[src/rtl/quad_error_sense.sv]
// ---------------------------------------------------------------------------
// quad_error_sense
//
// Feedback front end of the motor position loop. Decodes a quadrature
// encoder (A/B) into a signed, saturating position count and, once every
// SAMPLE_DIV clocks, presents the saturated position error
// (setpoint - position) to the PID block together with a one-cycle strobe.
//
// Parameters
//   W          : error width minus one; e_out is W+1 bits signed
//   POS_W      : position counter width (signed); must exceed W
//   FILT_LEN   : consecutive stable cycles before an encoder level is
//                accepted (1..15)
//   SAMPLE_DIV : clocks per error sample (>= 2)
//
// Ports
//   clk       in   system clock, rising edge
//   reset     in   synchronous, active-high reset
//   enc_a     in   encoder channel A (asynchronous)
//   enc_b     in   encoder channel B (asynchronous)
//   zero      in   synchronous position clear (homing), wins over a step
//   setpoint  in   signed target position, sampled on the sample tick
//   e_out     out  signed saturated error, held between ticks
//   e_valid   out  one-cycle pulse when e_out updates
//   position  out  signed current count
//   dir       out  direction of last valid step (1 = up)
//   illegal   out  one-cycle pulse on an A/B transition that skips a state
//   err_cnt   out  saturating count of illegal transitions
// ---------------------------------------------------------------------------
module quad_error_sense #(
    parameter int W          = 11,
    parameter int POS_W      = 16,
    parameter int FILT_LEN   = 2,
    parameter int SAMPLE_DIV = 1000
) (
    input  logic                    clk,
    input  logic                    reset,
    input  logic                    enc_a,
    input  logic                    enc_b,
    input  logic                    zero,
    input  logic signed [POS_W-1:0] setpoint,
    output logic signed [W:0]       e_out,
    output logic                    e_valid,
    output logic signed [POS_W-1:0] position,
    output logic                    dir,
    output logic                    illegal,
    output logic [7:0]              err_cnt
);

    localparam int FCNT_W = 4;
    localparam int DIV_W  = $clog2(SAMPLE_DIV);

    // The filter accepts a level on the cycle its run length would reach
    // FILT_LEN, so the counter's terminal value is FILT_LEN-1.
    localparam logic [FCNT_W-1:0] FILT_TERM = FCNT_W'(FILT_LEN - 1);
    localparam logic [DIV_W-1:0]  DIV_TERM  = DIV_W'(SAMPLE_DIV - 1);

    localparam logic signed [POS_W-1:0] POS_MAX = {1'b0, {(POS_W-1){1'b1}}};
    localparam logic signed [POS_W-1:0] POS_MIN = {1'b1, {(POS_W-1){1'b0}}};
    localparam logic signed [POS_W-1:0] POS_ONE = POS_W'(1);

    localparam logic signed [W:0] ERR_MAX = {1'b0, {W{1'b1}}};
    localparam logic signed [W:0] ERR_MIN = {1'b1, {W{1'b0}}};

    // Error limits widened to the subtraction width for comparison.
    localparam logic signed [POS_W:0] ERR_MAX_X = (POS_W+1)'((2**W) - 1);
    localparam logic signed [POS_W:0] ERR_MIN_X = (POS_W+1)'(-(2**W));

    // -----------------------------------------------------------------------
    // Saturating arithmetic helpers
    // -----------------------------------------------------------------------
    function automatic logic signed [POS_W-1:0] pos_inc(
        input logic signed [POS_W-1:0] p
    );
        return (p == POS_MAX) ? p : p + POS_ONE;
    endfunction

    function automatic logic signed [POS_W-1:0] pos_dec(
        input logic signed [POS_W-1:0] p
    );
        return (p == POS_MIN) ? p : p - POS_ONE;
    endfunction

    function automatic logic signed [W:0] sat_err(
        input logic signed [POS_W:0] d
    );
        if (d > ERR_MAX_X) begin
            return ERR_MAX;
        end else if (d < ERR_MIN_X) begin
            return ERR_MIN;
        end else begin
            return $signed(d[W:0]);
        end
    endfunction

    function automatic logic [7:0] cnt_inc_sat(input logic [7:0] c);
        return (c == 8'hFF) ? c : c + 8'd1;
    endfunction

    // -----------------------------------------------------------------------
    // Stage p0/p1: two-flop synchronizers on the asynchronous pins
    // -----------------------------------------------------------------------
    logic a_sync_p0, a_sync_p1;
    logic b_sync_p0, b_sync_p1;

    always_ff @(posedge clk) begin
        if (reset) begin
            a_sync_p0 <= 1'b0;
            a_sync_p1 <= 1'b0;
            b_sync_p0 <= 1'b0;
            b_sync_p1 <= 1'b0;
        end else begin
            a_sync_p0 <= enc_a;
            a_sync_p1 <= a_sync_p0;
            b_sync_p0 <= enc_b;
            b_sync_p1 <= b_sync_p0;
        end
    end

    // -----------------------------------------------------------------------
    // Level filter: a channel's accepted level changes only after the
    // synchronized level has disagreed with it for FILT_LEN straight cycles.
    // Any agreeing cycle restarts the run, so short glitches vanish.
    // -----------------------------------------------------------------------
    logic [FCNT_W-1:0] a_fcnt, b_fcnt;
    logic              a_filt, b_filt;

    always_ff @(posedge clk) begin
        if (reset) begin
            a_fcnt <= '0;
            a_filt <= 1'b0;
        end else if (a_sync_p1 == a_filt) begin
            a_fcnt <= '0;
        end else if (a_fcnt == FILT_TERM) begin
            a_filt <= a_sync_p1;
            a_fcnt <= '0;
        end else begin
            a_fcnt <= a_fcnt + 1'b1;
        end
    end

    always_ff @(posedge clk) begin
        if (reset) begin
            b_fcnt <= '0;
            b_filt <= 1'b0;
        end else if (b_sync_p1 == b_filt) begin
            b_fcnt <= '0;
        end else if (b_fcnt == FILT_TERM) begin
            b_filt <= b_sync_p1;
            b_fcnt <= '0;
        end else begin
            b_fcnt <= b_fcnt + 1'b1;
        end
    end

    // -----------------------------------------------------------------------
    // Stage p2: x4 decode of previous vs. current filtered state.
    // State is written {B,A}, so the up sequence 00-01-11-10 is A leading B.
    // -----------------------------------------------------------------------
    logic [1:0] ab_cur, ab_prev;
    logic       up_c, dn_c, bad_c;
    logic       up_p2, dn_p2, bad_p2;

    assign ab_cur = {b_filt, a_filt};

    always_comb begin
        up_c  = 1'b0;
        dn_c  = 1'b0;
        bad_c = 1'b0;
        case ({ab_prev, ab_cur})
            4'b00_01, 4'b01_11, 4'b11_10, 4'b10_00: up_c  = 1'b1;
            4'b00_10, 4'b10_11, 4'b11_01, 4'b01_00: dn_c  = 1'b1;
            4'b00_11, 4'b11_00, 4'b01_10, 4'b10_01: bad_c = 1'b1;
            default: ;
        endcase
    end

    always_ff @(posedge clk) begin
        if (reset) begin
            ab_prev <= 2'b00;
            up_p2   <= 1'b0;
            dn_p2   <= 1'b0;
            bad_p2  <= 1'b0;
        end else begin
            ab_prev <= ab_cur;
            up_p2   <= up_c;
            dn_p2   <= dn_c;
            bad_p2  <= bad_c;
        end
    end

    // -----------------------------------------------------------------------
    // Stage p3: position counter, direction and error bookkeeping.
    // zero drops a coincident step but leaves dir/err_cnt to the decoder.
    // -----------------------------------------------------------------------
    always_ff @(posedge clk) begin
        if (reset) begin
            position <= '0;
            dir      <= 1'b0;
            illegal  <= 1'b0;
            err_cnt  <= 8'd0;
        end else begin
            illegal <= bad_p2;
            if (bad_p2) begin
                err_cnt <= cnt_inc_sat(err_cnt);
            end
            if (up_p2) begin
                dir <= 1'b1;
            end else if (dn_p2) begin
                dir <= 1'b0;
            end
            if (zero) begin
                position <= '0;
            end else if (up_p2) begin
                position <= pos_inc(position);
            end else if (dn_p2) begin
                position <= pos_dec(position);
            end
        end
    end

    // -----------------------------------------------------------------------
    // Sample divider and error register. The subtraction reads the position
    // register before this cycle's update, so a tick that coincides with a
    // step or with zero sees the old count. One extra bit keeps the
    // difference exact before it is clamped to the error range.
    // -----------------------------------------------------------------------
    logic [DIV_W-1:0]        div_cnt;
    logic signed [POS_W:0]   diff_c;

    assign diff_c = $signed({setpoint[POS_W-1], setpoint})
                  - $signed({position[POS_W-1], position});

    always_ff @(posedge clk) begin
        if (reset) begin
            div_cnt <= '0;
            e_valid <= 1'b0;
            e_out   <= '0;
        end else if (div_cnt == DIV_TERM) begin
            div_cnt <= '0;
            e_valid <= 1'b1;
            e_out   <= sat_err(diff_c);
        end else begin
            div_cnt <= div_cnt + 1'b1;
            e_valid <= 1'b0;
        end
    end

endmodule

[config.mk]
export PLATFORM = sky130hd
export DESIGN_NAME = quad_error_sense
export DESIGN_NICKNAME = d
export VERILOG_FILES = /design/src/rtl/quad_error_sense.sv
export SDC_FILE = /design/constraint.sdc
export NUM_CORES = 1
export LEC_CHECK = 0
export ABC_AREA = 1
export BUFFER_PORTS_ARGS = -buffer_cell sky130_fd_sc_hd__clkbuf_2
export CORE_MARGIN = 2
export CORE_UTILIZATION = 57
export CTS_CLUSTER_SIZE = 40
export DETAILED_ROUTE_END_ITERATION = 10
export GPL_TIMING_DRIVEN = 0
export PLACE_DENSITY = 0.84
export SYNTH_ARGS = -nofsm -noshare
export SYNTH_HDL_FRONTEND = slang
export SYNTH_SLANG_ARGS = --single-unit
[constraint.sdc]
create_clock -name clk -period 6.4 [get_ports clk]
set_input_delay 0.32 -clock clk [delete_from_list [all_inputs] [get_ports clk]]
set_output_delay 0.32 -clock clk [all_outputs]
set_load 0.05 [all_outputs]
* After elaboration in Yosys (flattened, before gate mapping)
Cells that the tools add are included.
** Storage, ports and cells
- Bits in registers :: 68
- Output and inout bits :: 39
- Word-level logic and storage cells :: 77
** Operators by class
- $add $sub $neg :: 7
- $lt $le $gt $ge :: 2
- Equal/unequal tests :: 22
- Mux-type cells :: 12
- Bitwise gates (word level) :: 3
- Reduce and logical (&&, ||, !) cells :: 12
** Operators with widths (number)
- $mux 16 :: 4
- $eq 16x16->1 const B :: 2
- $eq 4x4->1 const B :: 6
- $mux 12 :: 2
- $gt 17x12->1 const B :: 1
- $lt 17x12->1 const B :: 1
- $sub 16x16->17 :: 1
- $add 16x2->16 const B :: 1
- $sub 16x2->16 const B :: 1
- $eq 4x1->1 const B :: 3
- $eq 4x3->1 const B :: 3
- $reduce_or 4->1 :: 3
- $add 10x1->10 const B :: 1
- $eq 10x10->1 const B :: 1
- $add 4x1->4 const B :: 2
- $add 8x1->8 const B :: 1
- $eq 4x2->1 const B :: 2
- $eq 8x8->1 const B :: 1
- $mux 1 :: 6
- $reduce_and 2->1 :: 3
- $reduce_or 3->1 :: 2
- $ne 2x2->1 const B :: 2
- $reduce_or 2->1 :: 2
- $not 1->1 :: 3
- other kinds (3) :: 4

* Depth between registers and ports, before layout
- Word-level depth :: 4
- Mapped depth :: 19

* Worst setup path before layout
OpenSTA, ideal clock, no wires.
- Path kind :: flip-flop to flip-flop
- From :: register position[0]
- To :: register e_out[4]
- Setup time :: 0.113 ns
- Arrival time :: 2.290 ns
- Required time :: 6.287 ns
- Path slack :: 3.997 ns
- Stages on the path, launching flop included :: 17
- Buffers on the path :: 1
- Path through :: dfxtp_1 > ha_1 > fa_1 > inv_1 > nand3_1 > nand3_1 > nand2_1 > nand2_1 > nand3_1 > nand3_1 > nand2_1 > o21bai_4 > buf_6 > nand2_1 > nand2_1 > nand2_1 > nand2_1
** Between the ends
- Longest elaborated chain between the ends :: 4
- Elaborated cells between the ends (all ways) :: 5
- Classes of those cells :: 1 x add/sub; 2 x order compare; 2 x mux
** Ends and longest elaborated chain
- start, declared :: RTL line 44 : output logic signed [POS_W-1:0] position,
- start signal, assigned :: RTL line 215 : position <= pos_inc(position);
- start signal, assigned :: RTL line 217 : position <= pos_dec(position);
- $sub 16x16->17 * :: RTL line 232 : - $signed({position[POS_W-1], position});
- $lt 17x12->1 :: RTL line 89 : end else if (d < ERR_MIN_X) begin
- $mux 12 :: RTL line 89
- $mux 12 * :: RTL line 87 : if (d > ERR_MAX_X) begin
- end signal, assigned :: RTL line 242 : e_out <= sat_err(diff_c);
- end, declared :: RTL line 42 : output logic signed [W:0] e_out,
Mark *: on every way between the ends. The rest lies on a longest branch, timed or not.
A chain may end at the register's enable or synchronous reset.

* Worst setup path in the final report
- From :: register up_p2
- To :: register position[15]
** Between the ends
- Longest elaborated chain between the ends :: 2
- Elaborated cells between the ends (all ways) :: 5
- Classes of those cells :: 2 x eq/ne; 1 x mux; 2 x reduce/logical
** Ends and longest elaborated chain
- start, declared :: RTL line 162 : logic up_p2, dn_p2, bad_p2;
- start signal, assigned :: RTL line 186 : up_p2 <= up_c;
- $ne 2x2->1 (no line) or $reduce_bool 2->1 (tied branches)
- $reduce_and 3->1 (no line)
Several ways; a longest one is shown, not always the timed one.

==> summary.txt <==
STA
--------------------------------------------------------------------------------
Final setup violating endpoints                                                0
RSZ-0062 raised after global routing                                       false
Final Slew Violations                                                          0
Share of the cycle needed by the critical path after routing               0.413
Worst Hold Slack                                                        0.159 ns
Clock tree skew after final layout                                    0.00532 ns
Final Hold Vio Count                                                           0
Total negative setup slack                                                  0 ns
Slew @ Worst Pin                                                        0.629 ns
Fin crit period                                                          2.64 ns
Normalized max-slew margin                                                 0.577
FMAX                                                                     378 MHz

FLOORPLANNING
--------------------------------------------------------------------------------
Core region area                                                      7330 sq um
Die area                                                              8380 sq um
DIE WIDTH                                                           91.6 microns
Initial cell density of the core                                           0.596
Number of I/O pins                                                            60
Die height                                                          91.6 microns
Number of cell rows                                                           31

PLACED DESIGN
--------------------------------------------------------------------------------
Buffers added on ports                                                        59
Detailed-placement wirelength estimate                              8010 microns
Routability congestion estimate                                            0.899
Cell Count Post-Placement                                                    800

DRT
--------------------------------------------------------------------------------
Total DRC errors in the routed layout                                          0
Detailed Routing Iterations Pass 1                                             5
Post-DR wirelength/cell                                             12.5 microns
Vias post-DR                                                                4252
Total routed wirelength                                             10200 microns
Initial drt markers                                                          156
Detail-routed via count per cell                                            5.21
Count of antenna-violating nets left after detailed routing                    0

YOSYS
--------------------------------------------------------------------------------
Combined area of all synthesized cells                                4370 sq um
Netlist cell types                                                            36
Number of nets in the synthesized netlist                                    701
Sequential-to-total area share from yosys stat                             0.312
Cell count after synthesis                                                   642
Post-synthesis area per instance                                      6.81 sq um
Share of synthesized flip-flops with an asynchronous set or reset              0
Yosys warning total                                                            0
Most instantiated flip-flop cell in the synthesis netlist           sky130_fd_sc_hd__dfxtp_1
Total of flip-flops plus latches after synthesis                              68
Number of flops mapped to enable cells by yosys                                0

GRT
--------------------------------------------------------------------------------
Overflow left after global routing                                             0
Initial antenna violation count                                                0
Largest net degree at the start of global routing                             19
Gr usage total                                                             0.247
Wire length of the first global-routing pass                        16900 microns
Number of global-route vias before repair                                   3872

CTS
--------------------------------------------------------------------------------
Cells resized by post-CTS repair                                               0
Num CTS Buffers                                                                9
Worst-path clk slew                                                      0.07 ns
TritonCTS clock tree                                                         yes
Setup Buffers After CTS                                                        0
Worst skew pair latency                                                  0.34 ns
Clock Tree Root                                                     sky130_fd_sc_hd__clkbuf_8
Total number of H-tree levels                                                  3
Hold-fix buffer count after cts                                                0
Clock net sink count                                                          68
Number of buffers between clock root and the deepest sink                      2

FINAL LAYOUT
--------------------------------------------------------------------------------
Most common cell after layout, fill and taps aside                  sky130_fd_sc_hd__nand2_1
Growth of design area from synthesis to finish                             15.1%
Commonest cells after routing, fill and taps aside                  sky130_fd_sc_hd__nand2_1 (172), sky130_fd_sc_hd__inv_1 (101), sky130_fd_sc_hd__dfxtp_1 (68)
Post-route non-filler standard cell count                                    816
Ant diodes                                                                     0
Fill cell count                                                              644
Fraction of final layout cells sized beyond drive strength 1               0.128
Final-stage net count                                                        771

SETUP PATH
--------------------------------------------------------------------------------
Critical Setup Path Class                                           flop to flop
Worst setup EP type                                                         flop
Crit path max fanout                                                          18
CP Launch Type                                                              flop
CP Data Required Time                                                    6.67 ns
Arrival time of the worst setup path                                     2.92 ns

POWER AND IR DROP
--------------------------------------------------------------------------------
Peak supply drop                                                      0.000121 V
P per Cell Area                                                      231 nW/um^2
P_leak                                                                0.00257 uW

JOB
--------------------------------------------------------------------------------
Max cap viols                                                                  0

STATUS
--------------------------------------------------------------------------------
Result of the run                                                   finished, final reports clean

HOLD PATH
--------------------------------------------------------------------------------
Min-Delay Path Class                                                input pin to flop

worst max-delay path: stages, from the launching register on:
cell and delay [ns]:
sky130_fd_sc_hd__dfxtp_1 0.34, sky130_fd_sc_hd__inv_1 0.48, sky130_fd_sc_hd__ha_1 0.40, sky130_fd_sc_hd__a21oi_1 0.16
sky130_fd_sc_hd__nand2_1 0.09, sky130_fd_sc_hd__a21boi_0 0.37, sky130_fd_sc_hd__o21ai_1 0.22, sky130_fd_sc_hd__nand3_1 0.11
sky130_fd_sc_hd__nand2_1 0.08, sky130_fd_sc_hd__xor2_1 0.14, sky130_fd_sc_hd__nand2_1 0.06, sky130_fd_sc_hd__a21oi_1 0.12
flip-flops by register name, summed over array words and instances, names as in the netlist:
register and count:
illegal 1, a_sync_p0 1, a_fcnt 4, b_filt 1, dir 1, e_out 12
bad_p2 1, err_cnt 8, div_cnt 10, a_sync_p1 1, b_sync_p0 1, ab_prev 2
b_sync_p1 1, position 16, up_p2 1, b_fcnt 4, e_valid 1, a_filt 1
dn_p2 1
through the flow:
step | instance area, sq um | setup slack, ns | utilization | power, uW
2_1_floorplan | 4370 | 4.00 | - | 675
4_1_cts | 5030 | 3.73 | 0.686 | 1160
5_1_grt | 5030 | 3.46 | 0.686 | 1220
3_5_place_dp | 4790 | 3.76 | 0.653 | 737
3_3_place_gp | 4790 | 3.83 | 0.653 | 728
6_report | 5030 | 3.76 | 0.686 | 1160
final timing paths:
| kind | depth (start not counted) | startpoint | slack (ns) | end |
|---|---|---|---|---|
| worst max-delay path | 11 | up_p2$_SDFF_PP0_ | 3.76 | position[15]$_SDFFE_PP0P_ |
| worst min-delay path | 3 | enc_b | 0.16 | b_sync_p0$_SDFF_PP0_ |
| worst max register to register | 11 | up_p2$_SDFF_PP0_ | 3.76 | position[15]$_SDFFE_PP0P_ |
| worst min register to register | 2 | a_sync_p0$_SDFF_PP0_ | 0.41 | a_sync_p1$_SDFF_PP0_ |
cells by family (layout without fill, tap and decap cells):
family	after synthesis	count (layout)	share of synthesized area
AO/OA/AOI/OAI	94	94	0.118
AND/OR/NAND/NOR	298	298	0.295
XOR/XNOR	32	32	0.0641
buffers and inverters	112	187	0.0994
adder cells (fa/ha/maj)	38	38	0.112
flip-flops	68	68	0.312
synthesized netlist by cell type, drive strengths merged (11+ instances only):
cell,instances,share of area
nand2,178,0.16
inv,102,0.088
dfxtp,68,0.31
a21oi,49,0.056
nor2,48,0.041
ha,36,0.10
nand3,33,0.040
o21ai,31,0.036
xnor2,16,0.032
xor2,16,0.032
nor3,13,0.018
nand4,11,0.016
cell type report:
type	instances	area, sq um	area share
clock inverters	6	113	0.0224
multi-input cells	462	2570	0.512
repair buffers	59	295	0.0587
well taps	99	124	0.0246
clock buffers	10	128	0.0254
inverters	102	383	0.0761
flip-flops and latches	68	1360	0.271
plain buffers	10	51.3	0.0102
metal layers:
metal / track usage / share of wire / up-vias
met1: 0.303 / 0.46 / 1918
met2: 0.432 / 0.48 / 114
met4: 0.0593 / 0.017 / 0
met5: 0 / 0 / -
li1: - / - / 2203
met3: 0.0639 / 0.048 / 17
power breakdown:
part / internal [uW] / switching [uW] / leakage, uW
logic: 104 / 182 / 0.00189
registers: 433 / 11.9 / 0.000550
clock network: 260 / 169 / 0.000120
total: 797 / 362 / 0.00257
Power figures use the tool's default switching activity.
